### config.mk
export PLATFORM = sky130hd
export DESIGN_NAME = poly_piano_flat
export DESIGN_NICKNAME = d
export VERILOG_FILES = /design/src/rtl/poly_piano_pkg.sv /design/src/rtl/poly_piano_if.sv /design/src/rtl/piano_scale_rom.sv /design/src/rtl/poly_piano.sv /design/src/flat_wrapper.sv
export SDC_FILE = /design/constraint.sdc
export NUM_CORES = 1
export LEC_CHECK = 0
export CAP_MARGIN = 20
export CORE_MARGIN = 5
export CORE_UTILIZATION = 39
export DETAILED_ROUTE_END_ITERATION = 8
export PLACE_DENSITY_LB_ADDON = 0.1
export SYNTH_ARGS = -nofsm -noshare
export SYNTH_HDL_FRONTEND = slang
export SYNTH_SLANG_ARGS = --single-unit
### constraint.sdc
create_clock -name clk -period 4.9 [get_ports clk]
set_input_delay 0.98 -clock clk [delete_from_list [all_inputs] [get_ports clk]]
set_output_delay 0.98 -clock clk [all_outputs]
set_load 0.005 [all_outputs]
### src/rtl/poly_piano_pkg.sv
// poly_piano_pkg: shared widths, key-to-FCW scale table and lookup helper
package poly_piano_pkg;
  localparam int KEY_WIDTH = 8;
  localparam int FCW_WIDTH = 24;
  typedef logic [FCW_WIDTH-1:0] fcw_t;
  typedef struct packed {
    logic hit;
    fcw_t fcw;
  } key_entry_t;
  // chromatic scale from C4 for 'a'..'z'; uppercase plays one octave higher
  localparam fcw_t SCALE [26] = '{
    24'd35,  24'd37,  24'd39,  24'd42,  24'd44,  24'd47,  24'd50,  24'd53,
    24'd56,  24'd59,  24'd63,  24'd66,  24'd70,  24'd74,  24'd79,  24'd84,
    24'd88,  24'd94,  24'd99,  24'd105, 24'd111, 24'd118, 24'd125, 24'd133,
    24'd140, 24'd149
  };
  function automatic key_entry_t key_lookup(input logic [KEY_WIDTH-1:0] key);
    key_entry_t e;
    logic [KEY_WIDTH-1:0] lo, up;
    lo = key - 8'h61;
    up = key - 8'h41;
    e = '0;
    if (lo < 8'd26) e = '{hit: 1'b1, fcw: SCALE[lo[4:0]]};
    else if (up < 8'd26) e = '{hit: 1'b1, fcw: SCALE[up[4:0]] << 1};
    return e;
  endfunction
endpackage

### src/rtl/poly_piano_if.sv
// poly_piano_if: UART receive/echo ready-valid bundle
interface poly_piano_if;
  import poly_piano_pkg::*;
  logic [KEY_WIDTH-1:0] ua_rx_data;
  logic ua_rx_valid;
  logic ua_rx_ready;
  logic [KEY_WIDTH-1:0] ua_tx_data;
  logic ua_tx_valid;
  logic ua_tx_ready;
  modport master (
    output ua_rx_data, ua_rx_valid, ua_tx_ready,
    input  ua_rx_ready, ua_tx_data, ua_tx_valid
  );
  modport slave (
    input  ua_rx_data, ua_rx_valid, ua_tx_ready,
    output ua_rx_ready, ua_tx_data, ua_tx_valid
  );
endinterface

### src/rtl/piano_scale_rom.sv
// piano_scale_rom: combinational key byte to {hit, fcw} lookup
module piano_scale_rom
  import poly_piano_pkg::*;
(
  input  logic [KEY_WIDTH-1:0] key,
  output logic                 hit,
  output fcw_t                 fcw
);
  assign {hit, fcw} = key_lookup(key);
endmodule

### src/rtl/poly_piano.sv
// poly_piano: UART-driven polyphonic note allocator with echo buffer and
// per-voice timed FCW outputs
module poly_piano
  import poly_piano_pkg::*;
#(
  parameter int CYCLES_PER_SECOND = 125_000_000,
  parameter int N_VOICES          = 4,
  parameter int FCW_WIDTH         = 24,
  parameter int LEN_WIDTH         = 32,
  parameter int LEN_DEFAULT       = CYCLES_PER_SECOND / 5,
  parameter int LEN_STEP          = CYCLES_PER_SECOND / 20,
  parameter int LEN_MIN           = LEN_STEP,
  parameter int LEN_MAX           = 2 * CYCLES_PER_SECOND
) (
  input  logic                          clk,
  input  logic                          reset,
  poly_piano_if.slave                   uart,
  input  logic                          length_inc,
  input  logic                          length_dec,
  input  logic                          sustain,
  output logic [N_VOICES*FCW_WIDTH-1:0] fcw,
  output logic [N_VOICES-1:0]           voice_active,
  output logic [LEN_WIDTH-1:0]          note_length
);
  localparam int IW = N_VOICES > 1 ? $clog2(N_VOICES) : 1;
  localparam logic [LEN_WIDTH-1:0] L_DEF  = LEN_WIDTH'(LEN_DEFAULT);
  localparam logic [LEN_WIDTH-1:0] L_STEP = LEN_WIDTH'(LEN_STEP);
  localparam logic [LEN_WIDTH-1:0] L_MIN  = LEN_WIDTH'(LEN_MIN);
  localparam logic [LEN_WIDTH-1:0] L_MAX  = LEN_WIDTH'(LEN_MAX);
  logic                 echo_full;
  logic [KEY_WIDTH-1:0] echo_data;
  logic                 accept, load, steal, rom_hit;
  fcw_t                 rom_fcw;
  logic [N_VOICES-1:0]  active, match;
  logic [FCW_WIDTH-1:0] voice_fcw [N_VOICES];
  logic [LEN_WIDTH-1:0] timer [N_VOICES];
  logic [KEY_WIDTH-1:0] tag [N_VOICES];
  logic [IW-1:0]        steal_ptr, sel, match_idx, free_idx;
  assign uart.ua_rx_ready = !echo_full;
  assign uart.ua_tx_valid = echo_full;
  assign uart.ua_tx_data  = echo_data;
  assign accept = uart.ua_rx_valid && !echo_full;
  assign load   = accept && rom_hit;
  piano_scale_rom u_rom (
    .key(uart.ua_rx_data),
    .hit(rom_hit),
    .fcw(rom_fcw)
  );
  // descending scan so the lowest matching/free index wins
  always_comb begin
    match     = '0;
    match_idx = '0;
    free_idx  = '0;
    for (int i = N_VOICES - 1; i >= 0; i--) begin
      match[i]  = active[i] && tag[i] == uart.ua_rx_data;
      match_idx = match[i] ? IW'(i) : match_idx;
      free_idx  = active[i] ? free_idx : IW'(i);
    end
    steal = !(|match) && &active;
    sel   = |match ? match_idx : steal ? steal_ptr : free_idx;
  end
  always_ff @(posedge clk) begin
    if (!reset) begin
      echo_full   <= 1'b0;
      echo_data   <= '0;
      steal_ptr   <= '0;
      note_length <= L_DEF;
      active      <= '0;
      for (int i = 0; i < N_VOICES; i++) begin
        voice_fcw[i] <= '0;
        timer[i]     <= '0;
        tag[i]       <= '0;
      end
    end else begin
      if (accept) begin
        echo_full <= 1'b1;
        echo_data <= uart.ua_rx_data;
      end else if (uart.ua_tx_ready) echo_full <= 1'b0;
      if (load && steal) steal_ptr <= steal_ptr == IW'(N_VOICES - 1) ? '0 : steal_ptr + 1'b1;
      if (length_inc && !length_dec)
        note_length <= note_length > L_MAX - L_STEP ? L_MAX : note_length + L_STEP;
      else if (length_dec && !length_inc)
        note_length <= note_length < L_MIN + L_STEP ? L_MIN : note_length - L_STEP;
      // a load on the expiring edge overrides the expiry
      for (int i = 0; i < N_VOICES; i++) begin
        if (load && sel == IW'(i)) begin
          active[i]    <= 1'b1;
          tag[i]       <= uart.ua_rx_data;
          voice_fcw[i] <= FCW_WIDTH'(rom_fcw);
          timer[i]     <= note_length;
        end else if (active[i] && !sustain) begin
          timer[i] <= timer[i] - 1'b1;
          if (timer[i] == LEN_WIDTH'(1)) begin
            active[i]    <= 1'b0;
            voice_fcw[i] <= '0;
          end
        end
      end
    end
  end
  for (genvar g = 0; g < N_VOICES; g++) begin : g_out
    assign fcw[g*FCW_WIDTH +: FCW_WIDTH] = voice_fcw[g];
  end
  assign voice_active = active;
endmodule

### src/flat_wrapper.sv
// flat-port wrapper written by rule: the top's interface ports become plain ports
module poly_piano_flat import poly_piano_pkg::*;
#(
  parameter int CYCLES_PER_SECOND = 125_000_000,
  parameter int N_VOICES          = 4,
  parameter int FCW_WIDTH         = 24,
  parameter int LEN_WIDTH         = 32,
  parameter int LEN_DEFAULT       = CYCLES_PER_SECOND / 5,
  parameter int LEN_STEP          = CYCLES_PER_SECOND / 20,
  parameter int LEN_MIN           = LEN_STEP,
  parameter int LEN_MAX           = 2 * CYCLES_PER_SECOND
)
  (clk, reset, length_inc, length_dec, sustain, fcw, voice_active, note_length, uart_ua_rx_data, uart_ua_rx_valid, uart_ua_tx_ready, uart_ua_rx_ready, uart_ua_tx_data, uart_ua_tx_valid);
  poly_piano_if uart_i ();
  input  logic clk;
  input  logic reset;
  input  logic length_inc;
  input  logic length_dec;
  input  logic sustain;
  output logic [N_VOICES*FCW_WIDTH-1:0] fcw;
  output logic [N_VOICES-1:0] voice_active;
  output logic [LEN_WIDTH-1:0] note_length;
  input wire logic [$bits(uart_i.ua_rx_data)-1:0] uart_ua_rx_data;
  input wire logic [$bits(uart_i.ua_rx_valid)-1:0] uart_ua_rx_valid;
  input wire logic [$bits(uart_i.ua_tx_ready)-1:0] uart_ua_tx_ready;
  output wire logic [$bits(uart_i.ua_rx_ready)-1:0] uart_ua_rx_ready;
  output wire logic [$bits(uart_i.ua_tx_data)-1:0] uart_ua_tx_data;
  output wire logic [$bits(uart_i.ua_tx_valid)-1:0] uart_ua_tx_valid;
  assign uart_i.ua_rx_data = uart_ua_rx_data;
  assign uart_i.ua_rx_valid = uart_ua_rx_valid;
  assign uart_i.ua_tx_ready = uart_ua_tx_ready;
  assign uart_ua_rx_ready = uart_i.ua_rx_ready;
  assign uart_ua_tx_data = uart_i.ua_tx_data;
  assign uart_ua_tx_valid = uart_i.ua_tx_valid;
  poly_piano #(.CYCLES_PER_SECOND(CYCLES_PER_SECOND), .N_VOICES(N_VOICES), .FCW_WIDTH(FCW_WIDTH), .LEN_WIDTH(LEN_WIDTH), .LEN_DEFAULT(LEN_DEFAULT), .LEN_STEP(LEN_STEP), .LEN_MIN(LEN_MIN), .LEN_MAX(LEN_MAX)) u_core (.clk(clk), .reset(reset), .uart(uart_i), .length_inc(length_inc), .length_dec(length_dec), .sustain(sustain), .fcw(fcw), .voice_active(voice_active), .note_length(note_length));
endmodule
**Word-level counts from Yosys, hierarchy flattened**

Memories as Yosys holds them, arrays and structs flattened.
Index checks and enable logic that the tools add are counted.
W data, S select, Z words.

- Register bits after elaboration: 47
- Bits in latches: 0
- RAM bits: 256
- Memory bits (read-only): 1,536
- Input port bits: 15
- Output and inout bits: 142
- Logic and storage cells: 206
- Memories kept: 5

Memories:

| name | depth | width | rd ports | clocked after memory_dff | wr ports | RTL line | RTL |
|---|---|---|---|---|---|---|---|
| (no name shown) | 32 | 24 | 1 | 0 | 0 | poly_piano_pkg.sv:24 | `else if (up < 8'd26) e = '{hit: 1'b1, fcw: SCALE[up[4:0]] << 1};` |
| (no name shown) | 32 | 24 | 1 | 0 | 0 | poly_piano_pkg.sv:23 | `if (lo < 8'd26) e = '{hit: 1'b1, fcw: SCALE[lo[4:0]]};` |
| u_core.timer | 4 | 32 | 4 | 0 | 4 | poly_piano.sv:36 | `logic [LEN_WIDTH-1:0] timer [N_VOICES];` |
| u_core.voice_fcw | 4 | 24 | 4 | 0 | 4 | poly_piano.sv:35 | `logic [FCW_WIDTH-1:0] voice_fcw [N_VOICES];` |
| u_core.tag | 4 | 8 | 4 | 0 | 4 | poly_piano.sv:37 | `logic [KEY_WIDTH-1:0] tag [N_VOICES];` |

- $add $sub $neg: 9
- Multiply operators: 0
- Divide/modulo/power cells: 0
- $lt $le $gt $ge: 6
- Eq/ne operators: 12
- Shifts and indexed selects: 0
- Mux-type cells: 104
- Bitwise logic cells: 22
- Reductions and logical operators: 40

Operator list:

| cell | number |
|---|---|
| $mux W32 | 12 |
| $mux W24 | 10 |
| $eq A32 B1 Y1 const B | 4 |
| $sub A32 B1 Y32 const B | 4 |
| $mux W1 | 63 |
| $mux W25 | 2 |
| $mux W23 | 2 |
| $add A32 B23 Y32 const B | 1 |
| $eq A8 B8 Y1 | 4 |
| $gt A32 B28 Y1 const B | 1 |
| $lt A32 B24 Y1 const B | 1 |
| $mux W8 | 4 |
| $sub A32 B23 Y32 const B | 1 |
| $mux W2 | 11 |
| $or A1 B1 Y1 | 20 |
| $reduce_bool A2 Y1 | 10 |
| $logic_and A1 B1 Y1 | 18 |
| $lt A8 B5 Y1 const B | 2 |
| $sub A8 B7 Y8 const B | 2 |
| $ge A6 B6 Y1 const B | 2 |
| $not A5 Y6 | 2 |
| $reduce_and A2 Y1 | 4 |
| $eq A2 B2 Y1 const B | 3 |
| $logic_not A1 Y1 | 5 |
| other kinds (5) | 5 |

**Depth between registers and ports, before layout**

An unclocked memory read counts as a cell.

- Depth after elaboration: 15
- Depth in mapped cells: 15
- Gate-level depth less buffers: 10

**Hierarchy**

Synthesis repeated with hierarchy kept, for this count alone.

- Cells, all modules: 1,620
- Area total of the unflattened synthesis: 17,087.6 um2

By module, submodules not included:

| module | times used | cells each | area each (um2) | sequential area each (um2) |
|---|---|---|---|---|
| poly_piano | 1 | 1,480 | 16,121.7 | 8,548.2 |
| piano_scale_rom | 1 | 140 | 965.9 | 0.0 |

**Worst setup path after synthesis**

No wires, ideal clock.

- Path type: input-to-reg
- From: in uart_ua_rx_data[0]
- To: mem u_core.timer[2][0] (enable)
- Setup time: 431 ps
- Data arrival time: 4,228 ps
- Required time: 4,469 ps
- Path slack: 241 ps
- Stages: 14
- Path buffers: 4
- Cells stage by stage: buf_2 > inv_1 > ha_1 > buf_2 > inv_1 > ha_1 > clkbuf_1 > nand2b_1 > nand3_2 > o311a_4 > nor3b_4 > nand2_2 > buf_4 > o211ai_1

RTL lines:

| element | RTL line | RTL |
|---|---|---|
| from (decl) | flat_wrapper.sv:23 | `input wire logic [$bits(uart_i.ua_rx_data)-1:0] uart_ua_rx_data;` |
| to (decl) | poly_piano.sv:36 |  |

==> metrics.md <==
| Metric | Value |
|---|---|
| Run status | finished clean |
| Routed WL | 47.4 mm |
| Sequential element share of the synthesized area | 45.1% |
| Async S/R FF share, synth | 0% |
| Nets@finish | 1644 |
| Worst setup SP type | primary input |
| Via Count | 12100 |
| I/O pin count | 157 |
| Ant. Diodes | 0 |
| Avg Synthesized Cell Area | 9.75 um2 |
| Max-slew headroom | 21.0% |
| Seq cells post-synth | 239 |
| Initial Util | 39.6% |
| Synthesized instance count | 1534 |
| Final period utilization | 76.3% |
| CTS Sinks | 239 |
| Top layer used by detailed routing | met4 |
| Post-synth EDFFs | 196 |
| Maximum clock path buffer count | 3 |
| Root Driver | clkbuf_16 |
| DR iter-0 viols | 897 |
| Met2 WL post-DR | 22.2 mm |
| CTS tree | yes |
| Clk slew on worst S/H paths | 60 ps |
| Port Buf Inserts | 92 |
| Antenna violations before repair | 0 |
| Hold_ws | 451 ps |
| Synth cell types | 88 |
| Cts hold-fix bufs | 0 |
| Row Count | 71 |
| Ys flop type | edfxtp_1 |
| Vias in the first global route | 11900 |
| Die footprint | 0.0424 mm2 |
| Endpoint, Worst Hold | u_core.uart.ua_tx_data[1] |
| Pre-CTS worst setup slack | 592 ps |
| Worst r2r src | u_core.note_length[5] |
| Leakage | 0.00606 uW |
| VDD IR max | 0.245 mV |
| Gpl congestion | 0.867 |
| Metal3 WL | 3.01 mm |
| Total Routing Usage GR | 21.8% |
| Die Wd | 206 um |
| Setup_tns | 0 ps |
| Critical path required time | 5110 ps |
| Post-CTS setup buffers | 0 |
| CP Data Arrival Time | 3940 ps |
| Iteration count of the initial detailed-routing pass | 5 |
| Die height | 206 um |
| Layout Skew | 13.6 ps |
| Max Clock Freq | 268 MHz |
| R2R setup slack | 1520 ps |
| Congestion Overflow GR | 0 |
| DRC | 0 |
| Post-layout util | 45.7% |
| Worst Setup End Kind | register |
| Hold path cells | 2 |
| Crit path max fanout | 32 |
| Antenna Nets Post-Route | 0 |
| RSZ-0062 raised after global routing | false |
| R2r worst-path depth | 9 |
| WS Path Type | primary input to register |
| Vias/cell | 5.67 |
| Hold Startpoint | u_core.uart.ua_tx_data[1] |
| PostCTS Resize Cnt | 0 |
| Hold crit path type | register to register |
| Pin count of the biggest net entering global routing | 56 |
| Hold Fails Final Rpt | 0 |
| Fill cells | 3712 |
| Final setup margin | 1160 ps |
| H-tree Lvls | 1 |
| Critical R2R Capture | u_core.note_length[26] |
| Fraction of layout cells with a size suffix above 1 | 8.34% |
| Worst slew pin tran | 1180 ps |
| Synth Cell Area | 0.0150 mm2 |
| Synthesis Warnings | 0 |
| P&R area growth vs syn | 15.4% |
| WL met1 | 20.9 mm |
| DR WL/cell | 22.1 um |
| DP Wirelength | 32.3 mm |
| Minimum clock period | 3740 ps |
| Pwr Density | 330 mW/mm2 |
| First-pass GRT wire length | 72.0 mm |
| Core area | 0.0378 mm2 |
| Clk_lat worst skew | 570 ps |
| Setup crit start | uart_ua_rx_data[3] |
| Fin. max-slew vios | 0 |
| CTS Buf Count | 29 |
| Final setup vio count | 0 |
| Max_cap viols | 0 |
[cell type report]
| type | instances | area, um2 | area share [%] |
|---|---|---|---|
| clock buffers | 32 | 747 | 4.33 |
| well taps | 511 | 639 | 3.71 |
| clock inverters | 21 | 262 | 1.52 |
| flip-flops and latches | 239 | 6750 | 39.1 |
| multi-input cells | 1163 | 7420 | 43.0 |
| repair buffers | 141 | 1310 | 7.58 |
| inverters | 34 | 128 | 0.740 |
[report_power, final]
part	switching (uW)	total [uW]	internal, uW
Sequential	156	2460	2300
Clock	902	2310	1410
Combinational	574	924	350
Total	1630	5690	4060
[kinds of logic (layout without fill, tap and decap cells)]
logic type | Yosys count | count (layout) | synth area share (%)
mux | 32 | 32 | 2.24
xor+xnor | 161 | 161 | 9.48
flops | 239 | 239 | 45.1
simple gates | 582 | 582 | 20.0
fa+ha+maj | 21 | 21 | 1.76
compound gates | 303 | 303 | 14.5
other cells | 1 | 64 | 0.0251
buf+inv | 195 | 228 | 6.88
[registers in the layout, summed over array words and instances (netlist names)]
name,cells
u_core.timer,128
u_core.voice_fcw,36
u_core.tag,32
u_core.note_length,28
u_core.uart.ua_tx_data,8
u_core.voice_active,4
u_core.steal_ptr,2
u_core.uart.ua_tx_valid,1
[cells in the mapped netlist (7+ instances only)]
| library cell | instances | area [um2] |
|---|---|---|
| and3_1 | 12 | 75.1 |
| buf_2 | 34 | 170 |
| dfxtp_1 | 43 | 861 |
| xor2_1 | 62 | 543 |
| nor2b_1 | 15 | 93.8 |
| ha_1 | 21 | 263 |
| or3_1 | 13 | 81.3 |
| buf_4 | 68 | 510 |
| or4_1 | 17 | 128 |
| inv_1 | 33 | 124 |
| clkbuf_1 | 57 | 214 |
| o211ai_1 | 15 | 113 |
| nand3_1 | 38 | 190 |
| nand2b_1 | 13 | 81.3 |
| o2bb2ai_1 | 61 | 534 |
| and2_1 | 30 | 188 |
| nor4_1 | 39 | 244 |
| a211oi_1 | 7 | 52.6 |
| a2bb2oi_1 | 7 | 61.3 |
| nor2_1 | 139 | 522 |
| o21ai_0 | 37 | 185 |
| o21ai_1 | 9 | 45.0 |
| mux2i_1 | 29 | 290 |
| xnor2_1 | 98 | 858 |
| nand4_1 | 16 | 100 |
| nand3b_1 | 13 | 97.6 |
| o21a_1 | 7 | 52.6 |
| a21oi_1 | 52 | 260 |
| nand2_1 | 143 | 537 |
| a31oi_1 | 13 | 81.3 |
| edfxtp_1 | 196 | 5890 |
| nor3_1 | 54 | 270 |
| o22ai_1 | 32 | 200 |
[cell usage in the layout, fill, tap and decap left out, types with 52 or more instances in the layout]
cell type          n
nand2_1          143
edfxtp_1         196
xor2_1            62
clkdlybuf4s50_1   91
a21oi_1           52
conb_1            64
nor2_1           139
nor3_1            54
xnor2_1           98
o2bb2ai_1         61
[critical path, stage by stage]
cell	delay, ps
clkdlybuf4s50_1	720
nor4_1	440
nor4b_1	290
a41o_1	190
o311a_4	250
nor3b_4	270
nand2_2	210
o211ai_1	150
buf_4	420
[layer usage]
layer	track usage [%]	vias up
met4	5.44	0
li1	-	5659
met1	29.9	5961
met3	3.23	81
met2	36.5	442
met5	0	-
[how the worst max path moves through the flow]
stage | end | slack, ps | depth (start not counted)
finish | u_core.timer[2][21] | 1160 | 9
global route | u_core.timer[2][21] | 840 | 9
CTS | u_core.timer[2][21] | 1160 | 9
detailed placement | u_core.timer[2][21] | 590 | 9
global placement | u_core.timer[2][22] | 660 | 9
floorplan | u_core.timer[2][0] | 240 | 14
[metrics by stage]
stage,std cells,cell area [um2],power (uW)
final,2141,17300,5690
after global routing,2141,17300,5900
after CTS,2141,17300,5720
after detailed placement,2088,16200,3400
after global placement,2088,16200,3400
after floorplan,1597,15200,3040
No activity file was read; power rests on OpenSTA's default activity.
